==> src/rtl/multicycle_controller.sv <==
// Multicycle control FSM: fetch/decode/execute/memory/writeback.
// Moore strobes, memory wait timeout, trap state, retired counter.
module multicycle_controller #(
  parameter int CNT_W   = 32,
  parameter int TIMEOUT = 15
) (
  input  logic             clk,
  input  logic             reset,
  input  logic [6:0]       opcode,
  input  logic             mem_ready,
  input  logic             trap_clear,
  output logic             pc_write,
  output logic             ir_write,
  output logic             reg_write,
  output logic             mem_read,
  output logic             mem_write,
  output logic             alu_src,
  output logic             mem2reg,
  output logic [1:0]       alu_op,
  output logic [2:0]       state,
  output logic             trap,
  output logic [1:0]       trap_cause,
  output logic [CNT_W-1:0] instret
);

  localparam int WAIT_W =
    (TIMEOUT > 1) ? $clog2(TIMEOUT + 1) : 1;

  typedef enum logic [2:0] {
    S_FETCH     = 3'd0,
    S_DECODE    = 3'd1,
    S_EXECUTE   = 3'd2,
    S_MEMORY    = 3'd3,
    S_WRITEBACK = 3'd4,
    S_TRAP      = 3'd7
  } state_t;

  typedef enum logic [1:0] {
    C_R, C_I, C_LOAD, C_STORE
  } class_t;

  state_t            st_q, st_d;
  class_t            cls_q, cls_d;
  logic [WAIT_W-1:0] wcnt_q, wcnt_d;
  logic [1:0]        cause_q, cause_d;
  logic              ret;
  logic              wait_hit;
  logic              is_mem;

  // One more idle cycle would make the wait count reach TIMEOUT.
  assign wait_hit = (TIMEOUT > 0) &&
                    (int'(wcnt_q) + 1 >= TIMEOUT);
  assign is_mem   = (cls_q == C_LOAD) ||
                    (cls_q == C_STORE);

  // State, class, wait, cause and retired-count registers.
  always_ff @(posedge clk or negedge reset) begin
    if (!reset) begin
      st_q    <= S_FETCH;
      cls_q   <= C_R;
      wcnt_q  <= '0;
      cause_q <= 2'b00;
      instret <= '0;
    end else begin
      st_q    <= st_d;
      cls_q   <= cls_d;
      wcnt_q  <= wcnt_d;
      cause_q <= cause_d;
      if (ret) instret <= instret + 1'b1;
    end
  end

  // Next state; wait count is zero outside a stalled access.
  always_comb begin
    st_d    = st_q;
    cls_d   = cls_q;
    cause_d = cause_q;
    wcnt_d  = '0;
    ret     = 1'b0;
    unique case (st_q)
      S_FETCH: begin
        if (mem_ready) begin
          st_d = S_DECODE;
        end else if (wait_hit) begin
          st_d    = S_TRAP;
          cause_d = 2'b10;
        end else begin
          wcnt_d = wcnt_q + 1'b1;
        end
      end
      S_DECODE: begin
        st_d = S_EXECUTE;
        case (opcode)
          7'b0110011: cls_d = C_R;
          7'b0010011: cls_d = C_I;
          7'b0000011: cls_d = C_LOAD;
          7'b0100011: cls_d = C_STORE;
          default: begin
            st_d    = S_TRAP;
            cause_d = 2'b01;
          end
        endcase
      end
      S_EXECUTE: begin
        st_d = is_mem ? S_MEMORY : S_WRITEBACK;
      end
      S_MEMORY: begin
        if (mem_ready) begin
          if (cls_q == C_STORE) begin
            st_d = S_FETCH;
            ret  = 1'b1;
          end else begin
            st_d = S_WRITEBACK;
          end
        end else if (wait_hit) begin
          st_d    = S_TRAP;
          cause_d = 2'b10;
        end else begin
          wcnt_d = wcnt_q + 1'b1;
        end
      end
      S_WRITEBACK: begin
        st_d = S_FETCH;
        ret  = 1'b1;
      end
      S_TRAP: begin
        if (trap_clear) begin
          st_d    = S_FETCH;
          cause_d = 2'b00;
        end
      end
      default: begin
        st_d    = S_TRAP;
        cause_d = 2'b01;
      end
    endcase
  end

  // Moore strobes from state, latched class and mem_ready.
  always_comb begin
    pc_write  = 1'b0;
    ir_write  = 1'b0;
    reg_write = 1'b0;
    mem_read  = 1'b0;
    mem_write = 1'b0;
    alu_src   = 1'b0;
    mem2reg   = 1'b0;
    alu_op    = 2'b00;
    unique case (st_q)
      S_FETCH: begin
        mem_read = 1'b1;
        ir_write = mem_ready;
      end
      S_EXECUTE: begin
        alu_src = (cls_q != C_R);
        alu_op  = is_mem ? 2'b00 : 2'b10;
      end
      S_MEMORY: begin
        alu_src   = 1'b1;
        mem_read  = (cls_q == C_LOAD);
        mem_write = (cls_q == C_STORE);
        pc_write  = (cls_q == C_STORE) && mem_ready;
      end
      S_WRITEBACK: begin
        alu_src   = (cls_q != C_R);
        alu_op    = is_mem ? 2'b00 : 2'b10;
        reg_write = 1'b1;
        pc_write  = 1'b1;
        mem2reg   = (cls_q == C_LOAD);
      end
      default: ;
    endcase
  end

  assign state      = st_q;
  assign trap       = (st_q == S_TRAP);
  assign trap_cause = cause_q;

endmodule

==> config.mk <==
export PLATFORM = sky130hd
export DESIGN_NAME = multicycle_controller
export DESIGN_NICKNAME = d
export VERILOG_FILES = /design/src/rtl/multicycle_controller.sv
export SDC_FILE = /design/constraint.sdc
export NUM_CORES = 1
export LEC_CHECK = 0
export ABC_AREA = 1
export CAP_MARGIN = 20
export CORE_UTILIZATION = 35
export DETAILED_ROUTE_END_ITERATION = 16
export PLACE_DENSITY = 0.59
export REMOVE_ABC_BUFFERS = 1
export SETUP_SLACK_MARGIN = 0.05
export SLEW_MARGIN = 20
export SYNTH_ARGS = -nofsm -noshare
export SYNTH_HDL_FRONTEND = slang
export SYNTH_SLANG_ARGS = --single-unit
==> constraint.sdc <==
create_clock -name clk -period 3.8 [get_ports clk]
set_clock_uncertainty 0.2 [all_clocks]
set_input_delay 0.38 -clock clk [delete_from_list [all_inputs] [get_ports clk]]
set_output_delay 0.38 -clock clk [all_outputs]
set_load 0.01 [all_outputs]
## After elaboration in Yosys (flattened, before gate mapping)

Index checks and enable logic that the tools add are counted.

- Bits in registers: 43
- Latch bits: 0
- Bits in writable memories: 0
- ROM bits: 0
- Output and inout bits: 47
- Logic and storage cells: 64
- Memories kept: 0

- Add/subtract/negate cells: 3
- Multipliers: 0
- Div/mod/pow operators: 0
- Magnitude comparators: 1
- Equality and inequality tests: 15
- Shift operators: 0
- Mux-type cells: 29
- Bitwise logic cells: 1
- Reduce and logical (&&, ||, !) cells: 10

Operators by type and width:

| kind | count |
|---|---|
| 32-bit by 1-bit adder with 32-bit output (second input constant) | 1 |
| 3-bit two-way mux | 7 |
| 3-bit case mux with 6 select lines | 1 |
| 2-bit case mux with 4 select lines | 2 |
| 7-bit by 6-bit equality test with 1-bit output (second input constant) | 2 |
| 2-bit two-way mux | 6 |
| 4-bit two-way mux | 3 |
| 1-bit case mux with 2 select lines | 4 |
| 7-bit by 2-bit equality test with 1-bit output (second input constant) | 1 |
| 7-bit by 5-bit equality test with 1-bit output (second input constant) | 1 |
| 3-bit by 2-bit equality test with 1-bit output (second input constant) | 2 |
| 3-bit equality test (second input constant) | 2 |
| 1-bit two-way mux | 6 |
| 2-bit != test (second input constant) | 3 |
| 4-bit by 1-bit adder with 5-bit output (second input constant) | 1 |
| 5-bit by 4-bit greater-or-equal comparator with 1-bit output (second input constant) | 1 |
| 5-bit AND reduction | 1 |
| 4-bit by 1-bit adder with 4-bit output (second input constant) | 1 |
| 2-bit equality test (second input constant) | 2 |
| 4-bit nonzero test | 1 |
| 2-bit OR reduction | 2 |
| 4-bit OR reduction | 1 |
| 3-bit by 1-bit equality test with 1-bit output (second input constant) | 1 |
| 3-bit logical NOT | 1 |
| 6 further kinds | 6 |

## Logic depth before layout (Yosys ltp)

Gate-level depths: netlist (run 1).

- Word-level depth: 5
- Gate-level depth with buffers: 11
- Mapped depth without buffers: 11

## Worst setup path after synthesis (run 1)

OpenSTA, ideal clock, no wires.

- Path type: register to register
- Start: reg instret[0]
- End: reg instret[26]
- Setup time: 0.117 ns
- Arrival time: 1.408 ns
- Required time: 3.483 ns
- Slack: 2.075 ns
- Cell stages (with the launch flop): 9
- Buffers on the path: 0
- Cells stage by stage: dfrtp_1 > ha_1 > nand3_1 > nor2_1 > nand3_1 > nor2_4 > nand3_1 > nand2_1 > nand2_1

- Longest elaborated chain between the ends: 1

RTL lines:

| element | RTL line | source |
|---|---|---|
| from (decl) | 23 | `output logic [CNT_W-1:0] instret` |
| from (signal assigned) | 69 | `if (ret) instret <= instret + 1'b1;` |
| 32-bit by 1-bit adder with 32-bit output | 69 |  |

No other way between the ends.
A chain may end at the register's enable or synchronous reset.

## Worst setup path in the final report (run 1)

- Start: in mem_ready
- End: out pc_write

- Longest elaborated chain between the ends: 2

RTL lines:

| element | RTL line | source |
|---|---|---|
| from (decl) | 10 | `input logic mem_ready,` |
| 1-bit logical AND | 162 | `pc_write = (cls_q == C_STORE) && mem_ready;` |
| 1-bit case mux with 2 select lines | 149 | `unique case (st_q)` |
| to (decl) | 12 | `output logic pc_write,` |

No other way between the ends.

==> impl_metrics.py, run 1 <==
metrics = {
    "timing": {
        "tightestPinTransition_ps": 563,
        "drv_slew": 0,
        "timing.fmax_ghz": 0.370,
        "tns_ps": 0,
        "period_needed_ps": 2700,
        "setup_violations": 0,
        "setup_slack_ps": 1100,
        "finalHoldViolCount": 0,
        "grt_setup_unrepaired": "no",
        "min_period_over_period": 0.712,
        "slew_headroom": 0.625,
    },
    "synth": {
        "yosysTopAreaCell": "dfrtp_1",
        "syn_area_per_cell_um2": 6.91,
        "synthesis.area_um2": 2650,
        "synth_largest_type_area_fraction": 0.407,
        "syn_inst": 383,
        "seq_area_frac_synth": 0.407,
        "yosys-top-cells-area": "dfrtp_1 (41%), nand2_1 (20%), nor2_1 (8.9%)",
        "synthDistinctLibCells": 25,
        "ys_warn_count": 0,
        "synth-seq-cells": 43,
    },
    "setup_path": {
        "cp-start-kind": "primary input",
        "crit_required_ps": 3220,
        "arrival_ps": 2120,
        "crit_fanout": 28,
        "setup.worst_path.end_class": "output pin",
        "path_class": "in2out",
    },
    "floorplan": {
        "ios": 58,
        "die-area_um2": 7910,
        "die_x_um": 89.0,
        "start_util": 0.363,
        "coreArea_um2": 7290,
        "rows": 31,
        "die_h_um": 89.0,
    },
    "power_and_ir_drop": {
        "total_power_mw": 1.60,
        "switching_share": 0.373,
        "ir_worst_vdd_v": 0.000268,
        "combPwrFrac": 0.378,
        "pwr-share-seq": 0.390,
        "leakage_nw": 1.48,
        "pwr-share-clk": 0.232,
        "power_density_nw_per_um2": 467,
        "cell_internal_pwr_mw": 1.00,
        "switching_power_mw": 0.596,
    },
    "cells_and_area": {
        "fin_cells": 543,
        "layout.nets": 457,
        "seq_area_um2": 1080,
        "multiInputGateArea_um2": 1370,
        "area_growth_pct": 29.3,
        "fillers": 785,
        "drive_gt1_frac": 0.0541,
        "antenna_cells": 0,
    },
    "global_routing": {
        "overflow": 0,
        "grt_max_degree": 44,
        "track_usage": 0.180,
        "grt_pass1_vias": 2446,
        "antenna_found_initial": 0,
        "grt_pass1_wl_um": 11100,
    },
    "clock_tree": {
        "cts.path.max_buffers": 2,
        "clk_latency_ps": 290,
        "cts.sinks": 43,
        "cts_tree": "done",
        "ctsHtreeMaxLevel": 2,
        "numCtsBuffers": 5,
        "root_buffer": "clkbuf_8",
        "clk_pin_slew_ps": 80,
        "postCtsSetupRepairBufs": 0,
    },
    "place": {
        "hpwl_um": 4890,
        "dp_slack_ps": 1120,
        "place_congestion": 0.835,
        "dpl.cell_count": 534,
        "port_buffers": 56,
    },
    "drt": {
        "remaining_drc_errors": 0,
        "via_per_inst": 4.66,
        "finalWirelength_um": 6450,
        "vias": 2531,
        "wl_per_cell_um": 11.9,
        "drt_iter0_markers": 79,
        "ant_nets": 0,
        "first_pass_iters": 4,
    },
    "run_status": {
        "outcome": "finished clean",
    },
    "run": {
        "drv_cap": 0,
    },
    "worst_hold_path": {
        "worstHoldPathType": "reg2reg",
    },
}
[per-layer routing]
layer | up-vias | track usage | part of all wire
met5 | - | 0 | 0
met4 | 0 | 0.0447 | 0.011
met3 | 6 | 0.0332 | 0.052
met2 | 68 | 0.305 | 0.46
met1 | 1145 | 0.240 | 0.47
li1 | 1312 | - | -
[worst max-delay path, cell delays in order]
cell and delay, ps:
clkdlybuf4s50_1 530, inv_1 100, nor2_1 130, nand2_2 90, nand2_4 270, clkdlybuf4s50_1 610
[placed cells by master, fill, tap and decap left out, drive strengths merged]
cell type,instances
a31oi,1
conb,1
o31ai,1
xnor2,10
nand3b,6
nand3,20
clkbuf,6
buf,1
nand2,146
bufinv,1
inv,44
nor3b,1
ha,3
clkdlybuf4s50,55
dlygate4sd3,1
nor3,4
dfrtp,43
o21ai,7
clkinv,1
nor2,70
a21oi,3
xor2,6
nand4,13
[cell type report]
cell class / instances / area share
Clock inverter: 2 / 0.0102
Sequential cell: 43 / 0.314
Clock buffer: 6 / 0.0241
Inverter: 44 / 0.0490
Tap cell: 99 / 0.0362
Multi-Input combinational cell: 292 / 0.400
Timing Repair Buffer: 57 / 0.166
[sequential cells by signal, summed over array words and instances (netlist names)]
register,count
cls_q,2
instret,32
state,3
trap_cause,2
wcnt_q,4
[per-stage QoR]
stage               hold WS, ps   util  cell area [µm²]
finish                      278  0.469             3420
floorplan                  -116      -             2610
CTS                        83.3  0.468             3410
detailed placement          263  0.451             3290
global route                318  0.469             3420
global placement            259  0.451             3290
[cell families after synthesis]
family                   count (synthesis)  synth area share
AND/OR/NAND/NOR                        260             0.425
buffers and inverters                   48            0.0761
flip-flops                              43             0.407
XOR/XNOR                                16            0.0530
AO/OA/AOI/OAI                           12            0.0241
adder cells (fa/ha/maj)                  3            0.0142
other                                    1           0.00142
[cell usage after synthesis, drive strengths merged]
cell / n
a21oi: 3
o31ai: 1
a31oi: 1
nor3b: 1
nor2: 70
ha: 3
buf: 4
nand4: 13
nand2: 146
nor3: 4
o21ai: 7
inv: 44
xnor2: 10
conb: 1
nand3b: 6
dfrtp: 43
nand3: 20
xor2: 6
[power groups by stage]
stage	registers, mW	logic [mW]	clock network, mW
floorplan	0.632	0.338	0
global placement	0.628	0.604	0
detailed placement	0.630	0.607	0
CTS	0.622	0.609	0.386
global route	0.638	0.683	0.402
finish	0.623	0.603	0.371
[path summary, 6_finish.rpt]
check                      slack (ps)  cells after the start             to     startpoint
max reg2reg                      1730                      8    instret[28]     instret[0]
max                              1100                      6       pc_write      mem_ready
max in group asynchronous        2600                      2    instret[30]          reset
min in group asynchronous         430                      2      wcnt_q[2]          reset
min                               280                      2  trap_cause[0]  trap_cause[0]
min reg2reg                       280                      2  trap_cause[0]  trap_cause[0]
[what timing repair did]
item                                   CTS  global route
hold buffers                             0             1
endpoints found under the hold margin    0            43
gates resized for setup                  0             0
No activity file was read; power rests on OpenSTA's default activity.
==> run 2: changes to the inputs <==
==> constraint.sdc (replaced) <==
create_clock -name clk -period 2.5 [get_ports clk]
set_clock_uncertainty 0.2 [all_clocks]
set_input_delay 0.25 -clock clk [delete_from_list [all_inputs] [get_ports clk]]
set_output_delay 0.25 -clock clk [all_outputs]
set_load 0.01 [all_outputs]
==> impl_metrics.py, run 2 (synthesized netlist as in run 1, its figures left out) <==
metrics = {
    "run_status": {
        "outcome": "finished clean",
    },
    "drt": {
        "first_pass_iters": 4,
        "finalWirelength_um": 6580,
        "wl_met2_um": 3060,
        "wl_met3_um": 363,
        "routed.top_layer": "met4",
        "ant_nets": 0,
        "vias": 2545,
        "wl_met1_um": 3110,
        "drt_iter0_markers": 68,
        "remaining_drc_errors": 0,
        "wl_per_cell_um": 12.0,
        "via_per_inst": 4.65,
    },
    "setup_path": {
        "crit_fanout": 8,
        "setup.worst_path.end_class": "output pin",
        "worstSetupStartpoint": "state[2]",
        "arrival_ps": 1880,
        "critPathBufInv": 2,
        "crit_chain": "inv_1 > nand3_1 > o31ai_1 > clkdlybuf4s50_1",
        "worstReg2RegStart": "instret[0]",
        "crit_required_ps": 2050,
        "worst_path_largest_cell_delay_ps": 570,
        "crit_slowest_cell": "clkdlybuf4s50_1",
        "cp_top_family": "buffers and inverters",
        "cp-start-kind": "register",
        "path_class": "reg2out",
    },
    "global_routing": {
        "overflow": 0,
        "grt_pass1_vias": 2388,
        "track_usage": 0.182,
        "grt_pass1_wl_um": 11000,
        "grt_max_degree": 44,
        "antenna_found_initial": 0,
    },
    "power_and_ir_drop": {
        "pwr-share-clk": 0.254,
        "power_density_nw_per_um2": 737,
        "switching_power_mw": 0.925,
        "leakage_nw": 1.50,
        "switching_share": 0.362,
        "ir_worst_vdd_v": 0.000542,
        "cell_internal_pwr_mw": 1.63,
        "pwr-share-seq": 0.369,
        "total_power_mw": 2.56,
        "combPwrFrac": 0.378,
    },
    "cells_and_area": {
        "fillers": 775,
        "layout_common_cells": "nand2_1 (140), nor2_1 (63), clkdlybuf4s50_1 (55)",
        "layout_commonest_cell": "nand2_1",
        "top_register": "instret",
        "largest_reg_flops": 32,
        "fin_util": 0.475,
        "layout.nets": 461,
        "antenna_cells": 0,
        "seq_area_um2": 1080,
        "area_growth_pct": 31.0,
        "multiInputGateArea_um2": 1370,
        "drive_gt1_frac": 0.0647,
    },
    "timing": {
        "grt_setup_unrepaired": "no",
        "timing.fmax_ghz": 0.430,
        "tns_ps": 0,
        "finalHoldViolCount": 0,
        "min_period_over_period": 0.931,
        "tightestPinTransition_ps": 571,
        "slew_headroom": 0.619,
        "drv_slew": 0,
        "period_needed_ps": 2330,
        "setup_violations": 0,
    },
    "worst_hold_path": {
        "hp-start": "trap_cause[0]",
        "worstHoldPathType": "reg2reg",
    },
    "floorplan": {
        "rows": 31,
        "die_h_um": 89.0,
        "coreArea_um2": 7290,
        "start_util": 0.363,
        "ios": 58,
        "die-area_um2": 7910,
        "die_x_um": 89.0,
    },
    "place": {
        "place_congestion": 0.895,
        "port_buffers": 56,
        "hpwl_um": 5000,
    },
    "clock_tree": {
        "clk_latency_ps": 290,
        "cts.path.max_buffers": 2,
        "cts_tree": "done",
        "cts.sinks": 43,
        "clk_pin_slew_ps": 90,
        "root_buffer": "clkbuf_8",
        "ctsHtreeMaxLevel": 2,
        "numCtsBuffers": 5,
    },
    "run": {
        "drv_cap": 0,
    },
}
[run 2: what timing repair did]
item                                    in CTS  in global routing
setup buffers                                0                  2
endpoints found under the setup margin       0                  3
gates resized for setup                      0                  2
hold endpoints to repair                    43                  0
hold buffers                                 1                  0
[run 2: metrics by stage]
stage	cell area [µm²]	setup WS, ps	instances	hold WS [ps]
floorplan	2610	775	379	-246
finish	3470	173	547	276
global placement	3310	305	536	170
CTS	3450	97.3	545	282
global route	3470	64.8	547	311
detailed placement	3310	275	536	170
[run 2: worst min-delay path, cell delays in order (launching register included)]
cell,delay [ps]
dfrtp_1,350
nand2_1,50
nand2_1,40
[run 2: worst paths after layout]
check                                end  slack (ps)  cells after the start
setup / recovery                mem_read         170                      4
hold / removal             trap_cause[0]         280                      2
setup reg to reg             instret[28]         440                      8
hold reg to reg            trap_cause[0]         280                      2
max in group asynchronous       state[1]        1320                      3
min in group asynchronous       cls_q[0]         360                      3
[run 2: layout make-up]
type,instances,area share
clock inverter,2,0.0173
clock buffer,6,0.0209
inverter,44,0.0484
timing repair buffer,61,0.172
multi-input combinational,292,0.395
tap,99,0.0357
sequential,43,0.311
[run 2: layer usage]
layer | up-vias | track usage
li1 | 1316 | -
met1 | 1165 | 0.223
met2 | 60 | 0.324
met3 | 4 | 0.0434
met4 | 0 | 0.0447
met5 | - | 0
[run 2: power groups by stage]
stage	registers [mW]	logic, mW	clock network [mW]
after floorplan	0.960	0.513	0
after global placement	0.955	0.930	0
after detailed placement	0.960	0.940	0
after CTS	0.947	0.946	0.665
after global routing	0.959	1.09	0.690
final	0.942	0.966	0.648
==> run 3: changes to the inputs <==
--- a/config.mk
+++ b/config.mk
@@ -7,9 +7,9 @@
 export LEC_CHECK = 0
 export ABC_AREA = 1
 export CAP_MARGIN = 20
-export CORE_UTILIZATION = 35
+export CORE_UTILIZATION = 50
 export DETAILED_ROUTE_END_ITERATION = 16
-export PLACE_DENSITY = 0.59
+export PLACE_DENSITY = 0.79
 export REMOVE_ABC_BUFFERS = 1
 export SETUP_SLACK_MARGIN = 0.05
 export SLEW_MARGIN = 20
==> impl_metrics.py, run 3 (synthesized netlist as in run 1, its figures left out) <==
metrics = {
    "setup_path": {
        "critPathBufInv": 2,
        "worstSetupStartpoint": "state[2]",
        "cp-start-kind": "register",
        "crit_fanout": 8,
        "crit_chain": "inv_1 > nand3_1 > o31ai_1 > clkdlybuf4s50_1",
        "cp_top_family": "buffers and inverters",
        "worst_path_largest_cell_delay_ps": 580,
        "setup.worst_path.end_class": "output pin",
        "path_class": "reg2out",
        "worstReg2RegStart": "instret[0]",
        "crit_slowest_cell": "clkdlybuf4s50_1",
        "arrival_ps": 1860,
        "crit_required_ps": 2050,
    },
    "place": {
        "port_buffers": 56,
        "dp_slack_ps": 302,
        "place_congestion": 0.893,
        "hpwl_um": 4730,
        "placed_area_um2": 3260,
    },
    "floorplan": {
        "start_util": 0.518,
        "die_h_um": 74.8,
        "rows": 26,
        "die-area_um2": 5590,
        "ios": 58,
        "coreArea_um2": 5110,
        "die_x_um": 74.8,
    },
    "cells_and_area": {
        "largest_reg_flops": 32,
        "final_cell_area_um2": 3420,
        "fin_util": 0.670,
        "layout_common_cells": "nand2_1 (140), nor2_1 (63), clkdlybuf4s50_1 (55)",
        "seq_area_um2": 1080,
        "top_register": "instret",
        "multiInputGateArea_um2": 1370,
        "layout.nets": 464,
        "drive_gt1_frac": 0.0754,
        "layout_commonest_cell": "nand2_1",
        "fillers": 465,
        "area_growth_pct": 29.2,
        "antenna_cells": 0,
    },
    "clock_tree": {
        "root_buffer": "clkbuf_8",
        "clk_latency_ps": 300,
        "cts_tree": "done",
        "clk_pin_slew_ps": 90,
        "ctsHtreeMaxLevel": 2,
        "numCtsBuffers": 5,
        "cts.sinks": 43,
        "cts.path.max_buffers": 2,
    },
    "power_and_ir_drop": {
        "leakage_nw": 1.50,
        "power_density_nw_per_um2": 715,
        "ir_worst_vdd_v": 0.000500,
        "total_power_mw": 2.44,
    },
    "timing": {
        "setup_violations": 0,
        "period_needed_ps": 2310,
        "timing.fmax_ghz": 0.433,
        "grt_setup_unrepaired": "no",
        "min_period_over_period": 0.923,
        "finalHoldViolCount": 0,
        "setup_slack_ps": 191,
        "drv_slew": 0,
        "tns_ps": 0,
        "tightestPinTransition_ps": 550,
        "slew_headroom": 0.634,
    },
    "worst_hold_path": {
        "worstHoldPathType": "in2async",
    },
    "global_routing": {
        "grt_pass1_wl_um": 10000,
        "grt_pass1_vias": 2224,
        "grt_max_degree": 44,
        "antenna_found_initial": 0,
        "track_usage": 0.236,
        "overflow": 0,
    },
    "drt": {
        "finalWirelength_um": 6330,
        "vias": 2622,
        "wl_per_cell_um": 12.2,
        "ant_nets": 0,
        "drt_iter0_markers": 116,
        "via_per_inst": 5.03,
        "first_pass_iters": 5,
        "remaining_drc_errors": 0,
    },
    "run": {
        "drv_cap": 0,
    },
    "run_status": {
        "outcome": "finished clean",
    },
}
[run 3: changes by cell type in the layout (fill, tap and decap cells not counted)]
cell       previous run  this run
buf_2                 1         0
clkbuf_1              1         0
buf_4                 4         8
dfrtp_1              41        40
dfrtp_2               2         3
bufinv_16             2         0
inv_6                 0         3
[run 3: area by class of cell]
class,instances,area share
multi-input cells,292,0.400
flip-flops and latches,43,0.316
repair buffers,64,0.181
inverters,44,0.0490
well taps,70,0.0256
clock buffers,5,0.0201
clock inverters,3,0.00768
[run 3: worst reg2reg max path: stages, from the launching register on]
cell     delay [ps]
dfrtp_1         430
ha_1            260
nand3_1          90
nor2_1          250
nand4_1         180
nor2_1          290
nand2_1          90
nand2_1          70
nand2_1          40
[run 3: worst paths after layout]
path | cells after the start | endpoint | slack (ps)
min in group clk | 2 | trap_cause[0] | 290
hold reg to reg | 2 | trap_cause[0] | 290
hold / removal | 2 | trap_cause[1] | 270
setup reg to reg | 8 | instret[28] | 500
setup / recovery | 4 | mem_read | 190
max in group asynchronous | 2 | state[2] | 1410
[run 3: what timing repair did]
action | 4_1_cts | 5_1_grt
hold buffers | 1 | 0
endpoints found under the hold margin | 43 | 0
resized for setup | 0 | 3
endpoints found under the setup margin | 0 | 2
setup buffers | 0 | 6
[run 3: metrics by stage]
step | cells | hold WS (ps)
2_1_floorplan | 379 | -246
3_3_place_gp | 506 | 256
3_5_place_dp | 506 | 253
4_1_cts | 515 | 303
5_1_grt | 521 | 324
6_report | 521 | 268
[run 3: report_power, final]
group          total [mW]  internal (mW)  switching [mW]
Clock               0.473          0.208           0.265
Sequential          0.932          0.796           0.136
Combinational        1.04          0.475           0.565
[run 3: layer usage]
metal	wire, µm	GRT usage	share of wire
met2	3020	0.403	0.48
met5	0	0	0
met1	2870	0.303	0.45
met4	62	0.0629	0.0098
met3	378	0.0509	0.060
